[src/rtl/painterengine_gpu_dma_reader_pkg.sv]
// Shared definitions for the GPU DMA reader: FSM state codes, error codes,
// fixed AXI read-address attributes and small router helpers.
package painterengine_gpu_dma_reader_pkg;

  typedef enum logic [2:0] {
    ST_ROUTING     = 3'd0,
    ST_PARAM_CHECK = 3'd1,
    ST_CALC        = 3'd2,
    ST_ADDR        = 3'd3,
    ST_DATA        = 3'd4,
    ST_DONE        = 3'd5,
    ST_ERROR       = 3'd6
  } state_e;

  localparam logic [2:0] ERR_OK       = 3'd0;
  localparam logic [2:0] ERR_ROUTER   = 3'd1;
  localparam logic [2:0] ERR_ADDRESS  = 3'd2;
  localparam logic [2:0] ERR_RESPONSE = 3'd3;
  localparam logic [2:0] ERR_TIMEOUT  = 3'd4;

  localparam logic [2:0] AXI_ARSIZE_4B    = 3'b010;
  localparam logic [1:0] AXI_ARBURST_INCR = 2'b01;
  localparam logic [3:0] AXI_ARCACHE_NB   = 4'b0010;

  function automatic logic is_onehot(input logic [3:0] v);
    return (v != 4'd0) && ((v & (v - 4'd1)) == 4'd0);
  endfunction

  function automatic logic [1:0] onehot_to_index(input logic [3:0] v);
    case (v)
      4'b0010: return 2'd1;
      4'b0100: return 2'd2;
      4'b1000: return 2'd3;
      default: return 2'd0;
    endcase
  endfunction

endpackage

[src/rtl/painterengine_gpu_dma_burst_calc.sv]
// Burst length calculator shared with the DMA writer: the next INCR burst is
// the smaller of the remaining words and the words left before the next
// 1 KiB boundary (256 words of 32 bits).
module painterengine_gpu_dma_burst_calc (
  input  logic [31:0] address_i,
  input  logic [31:0] length_i,
  input  logic [31:0] offset_i,
  output logic [8:0]  burstlen_o
);

  logic [31:0] rem;
  logic [7:0]  word_in_kb;
  logic [8:0]  cap;
  logic        unused_ok;

  assign unused_ok = ^{address_i[31:10], address_i[1:0], offset_i[31:8]};

  // Remaining words versus room left in the current 1 KiB window
  always_comb begin
    rem        = length_i - offset_i;
    word_in_kb = address_i[9:2] + offset_i[7:0];
    cap        = 9'd256 - {1'b0, word_in_kb};
    burstlen_o = (rem < {23'd0, cap}) ? rem[8:0] : cap;
  end

endmodule

[src/rtl/painterengine_gpu_dma_reader.sv]
// AXI4 read master streaming a word buffer to one of four GPU client channels.
// Optional watchdog: define PAINTERENGINE_GPU_DMA_READER_TIMEOUT_EN.
// Handshakes: a transfer happens on a rising edge where valid and ready are
// both high; valid never waits on ready, and ARVALID/ARADDR/ARLEN stay stable
// until accepted. The R channel is a zero-latency pass-through to the client.
module painterengine_gpu_dma_reader
  import painterengine_gpu_dma_reader_pkg::*;
#(
  parameter int PARAM_DATA_ALIGN = 32,
  parameter int PARAM_TIMEOUT    = 65535
) (
  input  logic         i_wire_clock,
  input  logic         i_wire_reset,
  input  logic [3:0]   i_wire_router,
  input  logic [127:0] i_wire_address,
  input  logic [127:0] i_wire_length,
  output logic [127:0] o_wire_data,
  output logic [3:0]   o_wire_data_valid,
  input  logic [3:0]   i_wire_data_next,
  output logic         o_wire_done,
  output logic         o_wire_error,
  output logic [2:0]   o_wire_error_type,
  output logic [2:0]   o_wire_state,
  output logic [0:0]   o_wire_M_AXI_ARID,
  output logic [31:0]  o_wire_M_AXI_ARADDR,
  output logic [7:0]   o_wire_M_AXI_ARLEN,
  output logic [2:0]   o_wire_M_AXI_ARSIZE,
  output logic [1:0]   o_wire_M_AXI_ARBURST,
  output logic         o_wire_M_AXI_ARLOCK,
  output logic [3:0]   o_wire_M_AXI_ARCACHE,
  output logic [2:0]   o_wire_M_AXI_ARPROT,
  output logic [3:0]   o_wire_M_AXI_ARQOS,
  output logic         o_wire_M_AXI_ARVALID,
  input  logic         i_wire_M_AXI_ARREADY,
  input  logic [0:0]   i_wire_M_AXI_RID,
  input  logic [31:0]  i_wire_M_AXI_RDATA,
  input  logic [1:0]   i_wire_M_AXI_RRESP,
  input  logic         i_wire_M_AXI_RLAST,
  input  logic         i_wire_M_AXI_RVALID,
  output logic         o_wire_M_AXI_RREADY
);

  if (PARAM_DATA_ALIGN != 32) begin : g_bad_align
    $error("painterengine_gpu_dma_reader: only 32-bit data beats are supported");
  end

  state_e      state_q, state_d;
  logic [1:0]  idx_q, idx_d;
  logic [31:0] addr_q, addr_d, len_q, len_d, offset_q, offset_d;
  logic [8:0]  burst_q, burst_d, beat_q, beat_d;
  logic [31:0] araddr_q, araddr_d;
  logic [7:0]  arlen_q, arlen_d;
  logic        arvalid_q, arvalid_d, done_q, done_d, error_q, error_d;
  logic [2:0]  err_q, err_d;

  logic [8:0]  burstlen, burst_m1, beat_inc;
  logic [31:0] new_offset;
  logic        rready, r_beat;
  logic        unused_ok;

  assign unused_ok = ^i_wire_M_AXI_RID;

  painterengine_gpu_dma_burst_calc u_burst_calc (
    .address_i  (addr_q),
    .length_i   (len_q),
    .offset_i   (offset_q),
    .burstlen_o (burstlen)
  );

  assign rready = (state_q == ST_DATA) && i_wire_data_next[idx_q];
  assign r_beat = i_wire_M_AXI_RVALID && rready;

`ifdef PAINTERENGINE_GPU_DMA_READER_TIMEOUT_EN
  localparam logic [15:0] TIMEOUT_LIMIT = 16'(PARAM_TIMEOUT);
  logic [15:0] wd_q, wd_d;

  // Watchdog register: consecutive ADDR/DATA cycles without a handshake
  always_ff @(posedge i_wire_clock) begin
    if (i_wire_reset) wd_q <= '0;
    else              wd_q <= wd_d;
  end
`else
  logic [15:0] unused_timeout;
  assign unused_timeout = 16'(PARAM_TIMEOUT);
`endif

  // Next-state and datapath updates for the transfer FSM
  always_comb begin
    state_d    = state_q;
    idx_d      = idx_q;
    addr_d     = addr_q;
    len_d      = len_q;
    offset_d   = offset_q;
    burst_d    = burst_q;
    beat_d     = beat_q;
    araddr_d   = araddr_q;
    arlen_d    = arlen_q;
    arvalid_d  = arvalid_q;
    done_d     = done_q;
    error_d    = error_q;
    err_d      = err_q;
    burst_m1   = burstlen - 9'd1;
    beat_inc   = beat_q + 9'd1;
    new_offset = offset_q + {23'd0, burst_q};
    case (state_q)
      ST_ROUTING: begin
        if (i_wire_router != 4'd0) begin
          if (is_onehot(i_wire_router)) begin
            idx_d   = onehot_to_index(i_wire_router);
            addr_d  = i_wire_address[{onehot_to_index(i_wire_router), 5'd0} +: 32];
            len_d   = i_wire_length[{onehot_to_index(i_wire_router), 5'd0} +: 32];
            state_d = ST_PARAM_CHECK;
          end else begin
            state_d = ST_ERROR;
            error_d = 1'b1;
            err_d   = ERR_ROUTER;
          end
        end
      end
      ST_PARAM_CHECK: begin
        if ((addr_q[1:0] != 2'd0) || (len_q == 32'd0)) begin
          state_d = ST_ERROR;
          error_d = 1'b1;
          err_d   = ERR_ADDRESS;
        end else begin
          offset_d = '0;
          state_d  = ST_CALC;
        end
      end
      ST_CALC: begin
        araddr_d  = addr_q + {offset_q[29:0], 2'b00};
        arlen_d   = burst_m1[7:0];
        arvalid_d = 1'b1;
        burst_d   = burstlen;
        state_d   = ST_ADDR;
      end
      ST_ADDR: begin
        if (i_wire_M_AXI_ARREADY) begin
          arvalid_d = 1'b0;
          beat_d    = '0;
          state_d   = ST_DATA;
        end
      end
      ST_DATA: begin
        if (r_beat) begin
          beat_d = beat_inc;
          if (i_wire_M_AXI_RRESP[1] ||
              (i_wire_M_AXI_RLAST != (beat_inc == burst_q))) begin
            state_d = ST_ERROR;
            error_d = 1'b1;
            err_d   = ERR_RESPONSE;
          end else if (beat_inc == burst_q) begin
            offset_d = new_offset;
            if (new_offset >= len_q) begin
              state_d = ST_DONE;
              done_d  = 1'b1;
            end else begin
              state_d = ST_CALC;
            end
          end
        end
      end
      default: ;
    endcase
`ifdef PAINTERENGINE_GPU_DMA_READER_TIMEOUT_EN
    wd_d = '0;
    if (((state_q == ST_ADDR) && !i_wire_M_AXI_ARREADY) ||
        ((state_q == ST_DATA) && !r_beat)) begin
      wd_d = wd_q + 16'd1;
      if (wd_d == TIMEOUT_LIMIT) begin
        state_d   = ST_ERROR;
        error_d   = 1'b1;
        arvalid_d = 1'b0;
        err_d     = (state_q == ST_ADDR) ? ERR_RESPONSE : ERR_TIMEOUT;
      end
    end
`endif
  end

  // State and datapath registers with synchronous reset
  always_ff @(posedge i_wire_clock) begin
    if (i_wire_reset) begin
      state_q   <= ST_ROUTING;
      idx_q     <= '0;
      addr_q    <= '0;
      len_q     <= '0;
      offset_q  <= '0;
      burst_q   <= '0;
      beat_q    <= '0;
      araddr_q  <= '0;
      arlen_q   <= '0;
      arvalid_q <= 1'b0;
      done_q    <= 1'b0;
      error_q   <= 1'b0;
      err_q     <= ERR_OK;
    end else begin
      state_q   <= state_d;
      idx_q     <= idx_d;
      addr_q    <= addr_d;
      len_q     <= len_d;
      offset_q  <= offset_d;
      burst_q   <= burst_d;
      beat_q    <= beat_d;
      araddr_q  <= araddr_d;
      arlen_q   <= arlen_d;
      arvalid_q <= arvalid_d;
      done_q    <= done_d;
      error_q   <= error_d;
      err_q     <= err_d;
    end
  end

  // Client-side pass-through of the R channel to the selected channel only
  always_comb begin
    o_wire_data       = '0;
    o_wire_data_valid = '0;
    if (state_q == ST_DATA) begin
      o_wire_data[{idx_q, 5'd0} +: 32] = i_wire_M_AXI_RDATA;
      o_wire_data_valid[idx_q]         = i_wire_M_AXI_RVALID;
    end
  end

  assign o_wire_M_AXI_RREADY  = rready;
  assign o_wire_M_AXI_ARID    = 1'b0;
  assign o_wire_M_AXI_ARADDR  = araddr_q;
  assign o_wire_M_AXI_ARLEN   = arlen_q;
  assign o_wire_M_AXI_ARSIZE  = AXI_ARSIZE_4B;
  assign o_wire_M_AXI_ARBURST = AXI_ARBURST_INCR;
  assign o_wire_M_AXI_ARLOCK  = 1'b0;
  assign o_wire_M_AXI_ARCACHE = AXI_ARCACHE_NB;
  assign o_wire_M_AXI_ARPROT  = 3'd0;
  assign o_wire_M_AXI_ARQOS   = 4'd0;
  assign o_wire_M_AXI_ARVALID = arvalid_q;
  assign o_wire_done          = done_q;
  assign o_wire_error         = error_q;
  assign o_wire_error_type    = err_q;
  assign o_wire_state         = state_q;

endmodule

[config.mk]
export PLATFORM = sky130hd
export DESIGN_NAME = painterengine_gpu_dma_reader
export DESIGN_NICKNAME = d
export VERILOG_FILES = /design/src/rtl/painterengine_gpu_dma_reader_pkg.sv /design/src/rtl/painterengine_gpu_dma_burst_calc.sv /design/src/rtl/painterengine_gpu_dma_reader.sv
export SDC_FILE = /design/constraint.sdc
export NUM_CORES = 1
export LEC_CHECK = 0
export ABC_AREA = 1
export BUFFER_PORTS_ARGS = -buffer_cell sky130_fd_sc_hd__buf_4
export CORE_ASPECT_RATIO = 0.75
export CORE_MARGIN = 2
export CORE_UTILIZATION = 30
export CTS_CLUSTER_SIZE = 16
export DETAILED_ROUTE_END_ITERATION = 6
export GPL_TIMING_DRIVEN = 0
export SLEW_MARGIN = 10
export SYNTH_ARGS = -nofsm -noshare
export SYNTH_HDL_FRONTEND = slang
export SYNTH_SLANG_ARGS = --single-unit
[constraint.sdc]
create_clock -name i_wire_clock -period 5.34 [get_ports i_wire_clock]
set_input_delay 0.801 -clock i_wire_clock [delete_from_list [all_inputs] [get_ports i_wire_clock]]
set_output_delay 0.801 -clock i_wire_clock [all_outputs]
set_load 0.01 [all_outputs]
==> Implementation_results.wiki <==
{| class="wikitable"
! Metric !! Value
|-
| Status || complete, no violations
|-
| Final Net Count || 3545
|-
| Total setup buffers inserted after CTS || 0
|-
| Post-synth top area share || 0.204
|-
| Period Utilization, post-route || 0.903
|-
| Via density per instance || 5.14
|-
| Most frequently used flop master after synthesis || dfxtp_1
|-
| Area post-placement || 20700 um2
|-
| Detailed-routing iteration count for the pre-antenna-repair pass || 6
|-
| CP dominant cell by count || a21oi_1
|-
| Number of buffers inserted during clock tree synthesis || 17
|-
| Number of failing setup endpoints in the final timing report || 0
|-
| Top cells by count, synth || nand2_1 (496), inv_1 (434), nor2_1 (266)
|-
| Initial cell density of the core || 0.303
|-
| Floorplan core area || 53000 um2
|-
| Post-layout instance area || 21300 um2
|-
| Cell family contributing the most delay on the critical path || simple AND/OR/NAND/NOR gates
|-
| Remaining number of nets flagged by the antenna check after routing || 0
|-
| First-pass GRT wire length || 115000 um
|-
| Peak supply drop || 199 uV
|-
| Number of I/O port buffers || 482
|-
| Number of flops mapped to enable cells by yosys || 0
|-
| Crit path DAT || 5.13 ns
|-
| Longest Clk Path Bufs || 2
|-
| Crit path max fanout || 4
|-
| Max-cap viol count || 0
|-
| Area growth from synthesis to layout || 32.2%
|-
| Clock Sinks || 164
|-
| Count of different cell masters after synthesis || 56
|-
| Routed WL per cell || 20.8 um
|-
| Syn avg cell area || 6.17 um2
|-
| Worst endpoint required time || 5.65 ns
|-
| CP startpoint || offset_q[2]
|-
| Number of DRC violations after detailed routing || 0
|-
| Depth of the worst register-to-register path || 22
|-
| Buffering stage count on the worst path with inverters included || 2
|-
| Worst slew margin relative to its limit || 0.244
|-
| Insertion delay to the later sink of the worst-skew pair || 0.46 ns
|-
| Worst Hold Endpoint || o_wire_error
|-
| Fraction of final layout cells sized beyond drive strength 1 || 0.196
|-
| RSZ-0062 raised after global routing || false
|-
| Total Routed Length || 80000 um
|-
| Number of cells on the worst hold path || 2
|-
| Leakage power || 11.2 nW
|-
| Synthesis Warnings || 0
|-
| CP peak stage delay || 0.42 ns
|-
| Vias in the first global route || 17700
|-
| Cell type of the slowest stage on the worst timing path || nor3_1
|-
| Most area-consuming cells after synthesis || dfxtp_1 (20%), nand2_1 (12%), inv_1 (10%), ha_1 (9.0%), nor2_1 (6.2%)
|-
| Pwr per Cell Area || 394 nW/um2
|-
| Total of hold buffers inserted after clock tree synthesis || 0
|-
| Worst flop-to-flop path endpoint || o_wire_state[0]
|-
| Total die area || 55500 um2
|-
| Total negative setup slack || 0 ns
|-
| Via Count || 19800
|-
| Clk Tree Root Cell || clkbuf_16
|-
| Placer's final routability congestion estimate || 1.10
|-
| Worst slew pin tran || 1.13 ns
|-
| Final max-slew violation count || 0
|-
| Yosys top cell by area || dfxtp_1
|-
| Maximum clock frequency || 207 MHz
|-
| Maximum number of pins on one net before global-route repair || 19
|-
| Hold Path Class || flip-flop to flip-flop
|-
| Total number of H-tree levels || 4
|-
| Total gr overflow || 0
|-
| RR Startpoint || offset_q[2]
|-
| Launch point of the worst hold path || o_wire_error
|-
| Diode insertion count for antenna repair || 0
|-
| Initial antenna violation count || 5
|-
| Horizontal die dimension || 271 um
|-
| Clock tree skew after final layout || 0.0115 ns
|-
| Clock-pin transition on the worst setup and hold timing paths || 0.08 ns
|-
| Seq/Total Area, Yosys || 0.204
|-
| TritonCTS clock tree || yes
|-
| Setup slack, reg-to-reg || 0.52 ns
|-
| Critical path start-end classification || flip-flop to flip-flop
|-
| Number of instances in the synthesized netlist || 2604
|-
| Post-synthesis sequential element count || 164
|-
| Min Clock Period, post-route || 4.82 ns
|-
| Nature of the critical path startpoint || flip-flop
|-
| GRT Resource Usage Total || 0.276
|-
| Final hold violation count || 0
|-
| CP Cell Sequence || ha_1, nand3_1, nand2_1, a21oi_1, o21ai_0, a21boi_0, nor2_1, nand3_1, nor3_1, nand3b_1, xor2_1, inv_1, ha_1, a21oi_1, o21a_1, o221ai_1, a21oi_1, nand3_1, nand4_1, inv_1, o21ai_0, a21oi_1
|-
| Die height || 204 um
|-
| PostCTS Resize Cnt || 0
|-
| Most common cell in the synthesized netlist || nand2_1
|-
| Proportion of synthesized flip-flops having asynchronous set or reset || 0
|-
| Worst setup EP type || flip-flop
|-
| Post-Syn Area || 16100 um2
|-
| Number of top-level design ports || 504
|-
| HPWL reported at the end of detailed placement || 68000 um
|-
| Placement Rows || 73
|-
| Detailed Route Iter0 Violations || 2392
|}
## kinds of logic after synthesis
group | after synthesis | synth area share
flip-flops | 164 | 0.204
AND/OR/NAND/NOR | 1096 | 0.301
multiplexers | 26 | 0.0162
other | 2 | 0.000467
adder cells (fa/ha/maj) | 119 | 0.0940
AO/OA/AOI/OAI | 540 | 0.202
buffers and inverters | 587 | 0.144
XOR/XNOR | 70 | 0.0381
## routing by layer
metal / vias to the layer above / global-route usage / share of wire
li1: 9619 / - / -
met1: 9137 / 0.402 / 0.47
met2: 910 / 0.402 / 0.42
met3: 89 / 0.0764 / 0.099
met4: 8 / 0.0516 / 0.016
met5: - / 0 / 0.00064
## state kept, by name (all words and copies together), names as in the netlist
signal and cells:
addr_q 32, len_q 32, o_wire_M_AXI_ARADDR 32, offset_q 32, beat_q 9, burst_q 9, o_wire_M_AXI_ARLEN 8, o_wire_state 3
idx_q 2, o_wire_error_type 2, o_wire_M_AXI_ARVALID 1, o_wire_done 1, o_wire_error 1
## worst register-to-register path, delay by kind of cell (launching register included)
kind                       cells  cell delay, ns
buffers and inverters          2            0.14
xor gates and xnor gates       1            0.17
AOI/OAI and AO/OA              9            1.53
DFF                            1            0.36
adders and majority gates      2            0.66
and+or+nand+nor                8            1.81
## worst max path at each step
stage	to	slack, ns	cells past startpoint
3_5_place_dp	o_wire_state[0]	0.63	26
5_1_grt	o_wire_done	0.09	25
3_3_place_gp	o_wire_state[0]	0.65	26
6_report	o_wire_state[0]	0.52	22
2_1_floorplan	o_wire_done	1.58	25
4_1_cts	o_wire_state[0]	0.60	26
## report_power, final
group	internal, mW	leakage [nW]	switching [mW]
clock	0.675	0.293	0.634
combinational	1.80	9.52	3.45
sequential	1.50	1.34	0.300
## placed cells by master (no fill, tap or decap), types with 7 or more instances in the layout
cell,n
clkbuf_1,104
o221ai_1,41
o22ai_1,67
o21ai_0,151
mux2i_1,26
o21bai_1,33
a21oi_1,155
nand2_2,17
nand2_1,496
o211ai_1,53
nor3_1,120
buf_4,504
nand2_4,9
ha_1,116
a31oi_1,9
xor2_1,54
nand3_1,70
nand3b_1,12
inv_1,434
nand3_2,9
clkbuf_16,17
nor2_2,9
inv_2,10
inv_8,7
conb_1,19
dfxtp_1,164
nand4_1,65
nor2_1,266
xnor2_1,16
## per-stage QoR
stage                     std cells  worst slack [ns]  utilization  total power, mW  hold WS, ns
after global routing           3847            0.0856        0.401             9.03        0.486
after floorplan                2621              1.58            -             5.12        0.450
after detailed placement       3815             0.630        0.390             6.95        0.451
after CTS                      3847             0.602        0.401             8.26        0.463
after global placement         3815             0.650        0.390             6.94        0.443
final                          3847             0.519        0.401             8.37        0.463
## area by class of cell
| class | count | area (um2) |
|---|---|---|
| clock inverter | 15 | 183 |
| fill | 5868 | 31700 |
| timing repair buffer | 482 | 3620 |
| buffer | 138 | 623 |
| tap | 712 | 891 |
| multi-input combinational | 1870 | 10500 |
| clock buffer | 17 | 425 |
| inverter | 449 | 1690 |
| sequential | 164 | 3280 |
(Power assumes the default switching activity.)
